[config.mk]
export PLATFORM = sky130hd
export DESIGN_NAME = midi_voice_alloc
export DESIGN_NICKNAME = d
export VERILOG_FILES = /design/src/rtl/midi_voice_alloc.sv
export SDC_FILE = /design/constraint.sdc
export NUM_CORES = 1
export LEC_CHECK = 0
export ABC_AREA = 1
export CAP_MARGIN = 10
export CORE_MARGIN = 1.5
export CORE_UTILIZATION = 47
export DETAILED_ROUTE_END_ITERATION = 12
export PLACE_DENSITY = 0.77
export SKIP_CTS_REPAIR_TIMING = 1
export SYNTH_ARGS = -nofsm -noshare
export SYNTH_HDL_FRONTEND = slang
export SYNTH_SLANG_ARGS = --single-unit
[constraint.sdc]
create_clock -name clk_in -period 4.7 [get_ports clk_in]
set_input_delay 0.94 -clock clk_in [delete_from_list [all_inputs] [get_ports clk_in]]
set_output_delay 0.94 -clock clk_in [all_outputs]
set_load 0.01 [all_outputs]
[src/rtl/midi_voice_alloc.sv]
// midi_voice_alloc: polyphonic MIDI voice allocator (retrigger, free-first, oldest-steal).
// Define SUSTAIN_PEDAL_EN to honour CC 64 sustain pedal.
module midi_voice_alloc #(
  parameter int NUM_VOICES = 4,
  parameter int AGE_BITS = 4,
  parameter int CHANNEL = 0
) (
  input  logic clk_in,
  input  logic rst_in,
  input  logic event_valid,
  input  logic [23:0] midi_event,
  output logic [NUM_VOICES-1:0] voice_gate,
  output logic [NUM_VOICES-1:0] voice_trigger,
  output logic [7*NUM_VOICES-1:0] voice_note,
  output logic [7*NUM_VOICES-1:0] voice_velocity,
  output logic steal_pulse
);
  localparam int N = NUM_VOICES;
  localparam int A = AGE_BITS;
  localparam int IW = $clog2(N);
  logic [N-1:0] gate_q, gate_d, trig_q, trig_d;
  logic [7*N-1:0] note_q, note_d, vel_q, vel_d;
  logic [A*N-1:0] age_q, age_d;
  logic steal_q, steal_d;
  logic [3:0] kind;
  logic [6:0] d1, d2;
  logic ch_ok, note_on, note_off, hit, free;
  logic [IW-1:0] hit_idx, free_idx, old_idx, tgt;
  logic [A-1:0] old_age;
  logic unused_bits;
  assign kind = midi_event[23:20];
  assign d1 = midi_event[14:8];
  assign d2 = midi_event[6:0];
  assign unused_bits = midi_event[15] ^ midi_event[7];
  assign ch_ok = event_valid && midi_event[19:16] == 4'(CHANNEL);
  assign note_on = ch_ok && kind == 4'h9 && d2 != 7'd0;
  assign note_off = ch_ok && (kind == 4'h8 || (kind == 4'h9 && d2 == 7'd0));
`ifdef SUSTAIN_PEDAL_EN
  logic [N-1:0] sus_q, sus_d;
  logic pedal_q, pedal_d, cc64;
  assign cc64 = ch_ok && kind == 4'hB && d1 == 7'd64;
`endif
  // Strict '>' keeps the lowest index on equal ages.
  always_comb begin
    hit = 1'b0;
    free = 1'b0;
    hit_idx = '0;
    free_idx = '0;
    old_idx = '0;
    old_age = '0;
    for (int i = 0; i < N; i++) begin
      if (!hit && gate_q[i] && note_q[7*i +: 7] == d1) begin
        hit = 1'b1;
        hit_idx = IW'(i);
      end
      if (!free && !gate_q[i]) begin
        free = 1'b1;
        free_idx = IW'(i);
      end
      if (age_q[A*i +: A] > old_age) begin
        old_age = age_q[A*i +: A];
        old_idx = IW'(i);
      end
    end
    tgt = hit ? hit_idx : free ? free_idx : old_idx;
  end
  always_comb begin
    gate_d = gate_q;
    note_d = note_q;
    vel_d = vel_q;
    age_d = age_q;
    trig_d = '0;
    steal_d = 1'b0;
`ifdef SUSTAIN_PEDAL_EN
    sus_d = sus_q;
    pedal_d = pedal_q;
`endif
    if (note_on) begin
      for (int i = 0; i < N; i++)
        if (gate_q[i] && age_q[A*i +: A] != {A{1'b1}}) age_d[A*i +: A] = age_q[A*i +: A] + 1'b1;
      age_d[A*tgt +: A] = '0;
      note_d[7*tgt +: 7] = d1;
      vel_d[7*tgt +: 7] = d2;
      gate_d[tgt] = 1'b1;
      trig_d[tgt] = 1'b1;
      steal_d = !hit && !free;
`ifdef SUSTAIN_PEDAL_EN
      sus_d[tgt] = 1'b0;
`endif
    end else if (note_off) begin
      for (int i = 0; i < N; i++)
        if (gate_q[i] && note_q[7*i +: 7] == d1)
`ifdef SUSTAIN_PEDAL_EN
          if (pedal_q) sus_d[i] = 1'b1;
          else gate_d[i] = 1'b0;
`else
          gate_d[i] = 1'b0;
`endif
    end
`ifdef SUSTAIN_PEDAL_EN
    else if (cc64) begin
      pedal_d = d2[6];
      if (!d2[6]) begin
        gate_d = gate_q & ~sus_q;
        sus_d = '0;
      end
    end
`endif
  end
  always_ff @(posedge clk_in) begin
    if (rst_in) begin
      gate_q <= '0;
      trig_q <= '0;
      note_q <= '0;
      vel_q <= '0;
      age_q <= '0;
      steal_q <= 1'b0;
`ifdef SUSTAIN_PEDAL_EN
      sus_q <= '0;
      pedal_q <= 1'b0;
`endif
    end else begin
      gate_q <= gate_d;
      trig_q <= trig_d;
      note_q <= note_d;
      vel_q <= vel_d;
      age_q <= age_d;
      steal_q <= steal_d;
`ifdef SUSTAIN_PEDAL_EN
      sus_q <= sus_d;
      pedal_q <= pedal_d;
`endif
    end
  end
  assign voice_gate = gate_q;
  assign voice_trigger = trig_q;
  assign voice_note = note_q;
  assign voice_velocity = vel_q;
  assign steal_pulse = steal_q;
endmodule

==> results of run 1 <==
metal layers:
metal	global-route usage, %	vias up
li1	-	2362
met1	34.6	2258
met4	9.29	0
met2	46.3	201
met3	6.83	32
met5	0	-
state kept, by name, summed over array words and instances, names as in the netlist:
name,flops
age_q,16
steal_pulse,1
voice_gate,4
voice_note,28
voice_trigger,4
voice_velocity,28
power by group:
part	total, uW	internal, uW	switching (uW)
logic	84.9	35.3	49.6
registers	686	686	0.189
clock network	613	322	291
stage by stage:
step                setup slack, ns  total power [uW]
global route                 -0.160              1420
global placement             0.0228               782
finish                        0.119              1380
CTS                          -0.156              1380
detailed placement           -0.122               783
floorplan                    0.0534               743
layout make-up:
type | instances | area, sq um
Clock buffer | 10 | 138
Clock inverter | 6 | 97.6
Fill cell | 750 | 2860
Multi-Input combinational cell | 443 | 2700
Tap cell | 129 | 161
Timing Repair Buffer | 143 | 1380
Inverter | 95 | 369
Sequential cell | 81 | 1630
synth_stat cells (2+ instances only):
cell	count	share of area [%]
a21oi_1	25	2.7
a21oi_2	8	1.5
a31oi_1	2	0.27
buf_12	2	0.88
buf_2	2	0.22
buf_6	3	0.74
clkbuf_1	9	0.74
dfxtp_1	81	36
ha_1	25	6.9
inv_1	85	7.0
inv_2	9	0.74
nand2_1	136	11
nand2_2	6	0.82
nand2_4	4	0.99
nand3_1	43	4.7
nand3_2	11	2.4
nand4_1	13	1.8
nor2_1	39	3.2
nor2_2	3	0.41
nor2_4	3	0.74
nor3_1	30	3.3
nor3_4	2	0.71
o211ai_1	2	0.33
o21ai_0	39	4.3
o21ai_1	28	3.1
o22ai_1	4	0.55
xnor2_1	8	1.5
xor2_1	2	0.38
how the worst min path moves through the flow:
stage | start | to | slack, ns | depth (start not counted)
6_report | voice_velocity[18]$_SDFFE_PP0P_ | voice_velocity[18]$_SDFFE_PP0P_ | 0.47 | 2
5_1_grt | voice_velocity[14]$_SDFFE_PP0P_ | voice_velocity[14]$_SDFFE_PP0P_ | 0.49 | 2
4_1_cts | voice_velocity[15]$_SDFFE_PP0P_ | voice_velocity[15]$_SDFFE_PP0P_ | 0.47 | 2
3_5_place_dp | voice_velocity[19]$_SDFFE_PP0P_ | voice_velocity[19]$_SDFFE_PP0P_ | 0.45 | 2
3_3_place_gp | voice_velocity[15]$_SDFFE_PP0P_ | voice_velocity[15]$_SDFFE_PP0P_ | 0.45 | 2
2_1_floorplan | age_q[0]$_SDFFE_PP0P_ | age_q[0]$_SDFFE_PP0P_ | 0.45 | 1
layout by cell type, fill, tap and decap left out, types with 4 or more instances in the layout:
cell | Yosys | routed
dfxtp_1 | 81 | 78
xnor2_1 | 8 | 8
ha_1 | 25 | 18
o21ai_1 | 28 | 37
o21ai_2 | 1 | 5
nand3_1 | 43 | 33
clkbuf_8 | 0 | 10
nor3_1 | 30 | 29
clkdlybuf4s50_1 | 0 | 89
inv_1 | 85 | 74
a21oi_2 | 8 | 11
nand4_1 | 13 | 13
nand2_1 | 136 | 128
a21oi_1 | 25 | 22
nand2_4 | 4 | 5
inv_2 | 9 | 18
nor2_2 | 3 | 10
ha_4 | 0 | 5
nor2_4 | 3 | 5
o22ai_1 | 4 | 4
nand2_2 | 6 | 13
nor2_1 | 39 | 30
nand3_2 | 11 | 21
buf_12 | 2 | 4
buf_4 | 1 | 46
o21ai_0 | 39 | 24
worst register-to-register path: cells and delay by family (launching register included):
kind | cells | cell delay, ns
adder cells (fa/ha/maj) | 5 | 1.29
AND/OR/NAND/NOR | 15 | 1.26
AO/OA/AOI/OAI | 7 | 0.84
buffers and inverters | 7 | 0.77
flip-flops | 1 | 0.35
cells by family (layout without fill, tap and decap cells):
group / Yosys count / in the layout / share of synthesized area [%]
fa+ha+maj: 25 / 25 / 6.85
simple gates: 294 / 294 / 31.1
flops: 81 / 81 / 35.5
xor+xnor: 10 / 10 / 1.92
compound gates: 114 / 114 / 13.8
buf+inv: 113 / 254 / 10.7
==> metrics.md, run 1 <==
| Metric | Value |
|---|---|
| Buffer and inverter count on the worst path | 7 |
| Worst vdd ir | 0.174 mV |
| FFs w/ async S/R, synth | 0% |
| Final core utilization | just under 70% |
| Clock slew at the register clock pins of the worst setup and hold paths | 0.10 ns |
| Critical Path End | voice_velocity[15]$_SDFFE_PP0P_ |
| Crit path depth | 34 |
| Initial antenna violation count | 0 |
| Avg Inst Size Synth | 7.17 sq um |
| PortBufs | 89 |
| Dpl cells | roughly 880 |
| Routability congestion estimate | 0.928 |
| Max-slew violations | 0 |
| Largest stage delay, worst path | 0.35 ns |
| Die height | 102 um |
| CTS Root Cell | clkbuf_8 |
| Top_reg_cell synth | dfxtp_1 |
| CP Launch Type | register |
| HPWL Detailed | between 10000 and 15000 um |
| RSZ-0062 raised after global routing | true |
| Rel. slew slack | 63.0% |
| N_diodes | 0 |
| Global Route Usage Sum | 27.6% |
| R2R setup slack | between 0.1 and 0.15 ns |
| Hold crit path type | register to register |
| Maximum operating frequency | 218 MHz |
| Outcome | finished clean |
| Area Growth Syn to Fin | 41.7% |
| Crit path max fanout | 7 |
| DR vias | roughly 4900 |
| Largest delay share family, worst path | adder cells |
| DR top layer | met4 |
| Largest net degree at the start of global routing | 36 |
| Period minus WS final | 4.58 ns |
| CTS sink count | 81 |
| Row cnt | 35 |
| DRC errors left | 0 |
| Clock H-tree levels | 3 |
| Leak | between 0.002 and 0.0025 uW |
| Worst hold slack | ~0.47 ns |
| Worst Max-Slew Pin Slew | approximately 0.55 ns |
| Clk buf depth | 2 |
| Critical Path AT | 4.87 ns |
| Post-route ant nets | 0 |
| CTS Buf Count | 9 |
| Req. time, crit path | 4.99 ns |
| I/O pins | 92 |
| Mapped Cells | 637 |
| Skew final | 0.0147 ns |
| Setup TNS | 0 ns |
| Cell area after layout | 6470 sq um |
| Skew-Pair Late Insertion Delay | 0.36 ns |
| DR pass1 iterations | 5 |
| Met3 wire length | 1130 um |
| DP Area | a little under 6000 sq um |
| Synthesized area | 4560 sq um |
| Setup CP Type | register to register |
| Cell Pwr Density | 214 nW/um^2 |
| CP dominant cell by count | nand2_2 |
| Core Box Area | 9330 sq um |
| RR Endpoint | voice_velocity[15]$_SDFFE_PP0P_ |
| First-pass GRT wire length | 22200 um |
| Final setup viols | 0 |
| Metal-1 WL | 5940 um |
| DR iter-0 viols | approximately 320 |
| Final period util | 97.5% |
| Non-filler instance count after layout | 907 |
| Synthesis Warnings | 0 |
| Nets@finish | 825 |
| Post-Synthesis Net Count | 689 |
| Die W | around 100 um |
| Vias in the first global route | roughly 4700 |
| WL met2 | around 6900 um |
| Number of synthesized register bits | 81 |
| Worst path slowest cell | dfxtp_2 |
| Worst Setup SP | age_q[1]$_SDFFE_PP0P_ |
| CTS tree | yes |
| Setup crit end kind | register |
| Synth unique cells | approximately 40 |
| Aggregate global routing overflow | 0 |
| Worst r2r src | age_q[1]$_SDFFE_PP0P_ |
| Seq/Total Area, Yosys | 35.5% |
| DR vias/cell | 5.35 |
| Layout cells sized above 1 | 23.0% |
| Final Hold Viols | 0 |
| Reg2Reg Depth | 34 |
| Routed WL per cell | 15.7 um |
| Post-synth EDFFs | 0 |
| Max_cap viols | 0 |
| DRT Wirelength | 14300 um |
| Initial Utilization | 48.9% |
| Total die area | 10300 sq um |
Note: power is estimated with default switching activity, not from simulation.
==> inputs of run 2 (changes only) <==
--- a/config.mk
+++ b/config.mk
@@ -6,9 +6,11 @@
 export NUM_CORES = 1
 export LEC_CHECK = 0
 export ABC_AREA = 1
+export ABC_CLOCK_PERIOD_IN_PS = 4700
 export CAP_MARGIN = 10
 export CORE_MARGIN = 1.5
 export CORE_UTILIZATION = 47
+export CTS_CLUSTER_SIZE = 30
 export DETAILED_ROUTE_END_ITERATION = 12
 export PLACE_DENSITY = 0.77
 export SKIP_CTS_REPAIR_TIMING = 1
==> results of run 2 <==
Same layout as run 1: the final DEF is identical, and so are final timing and power.
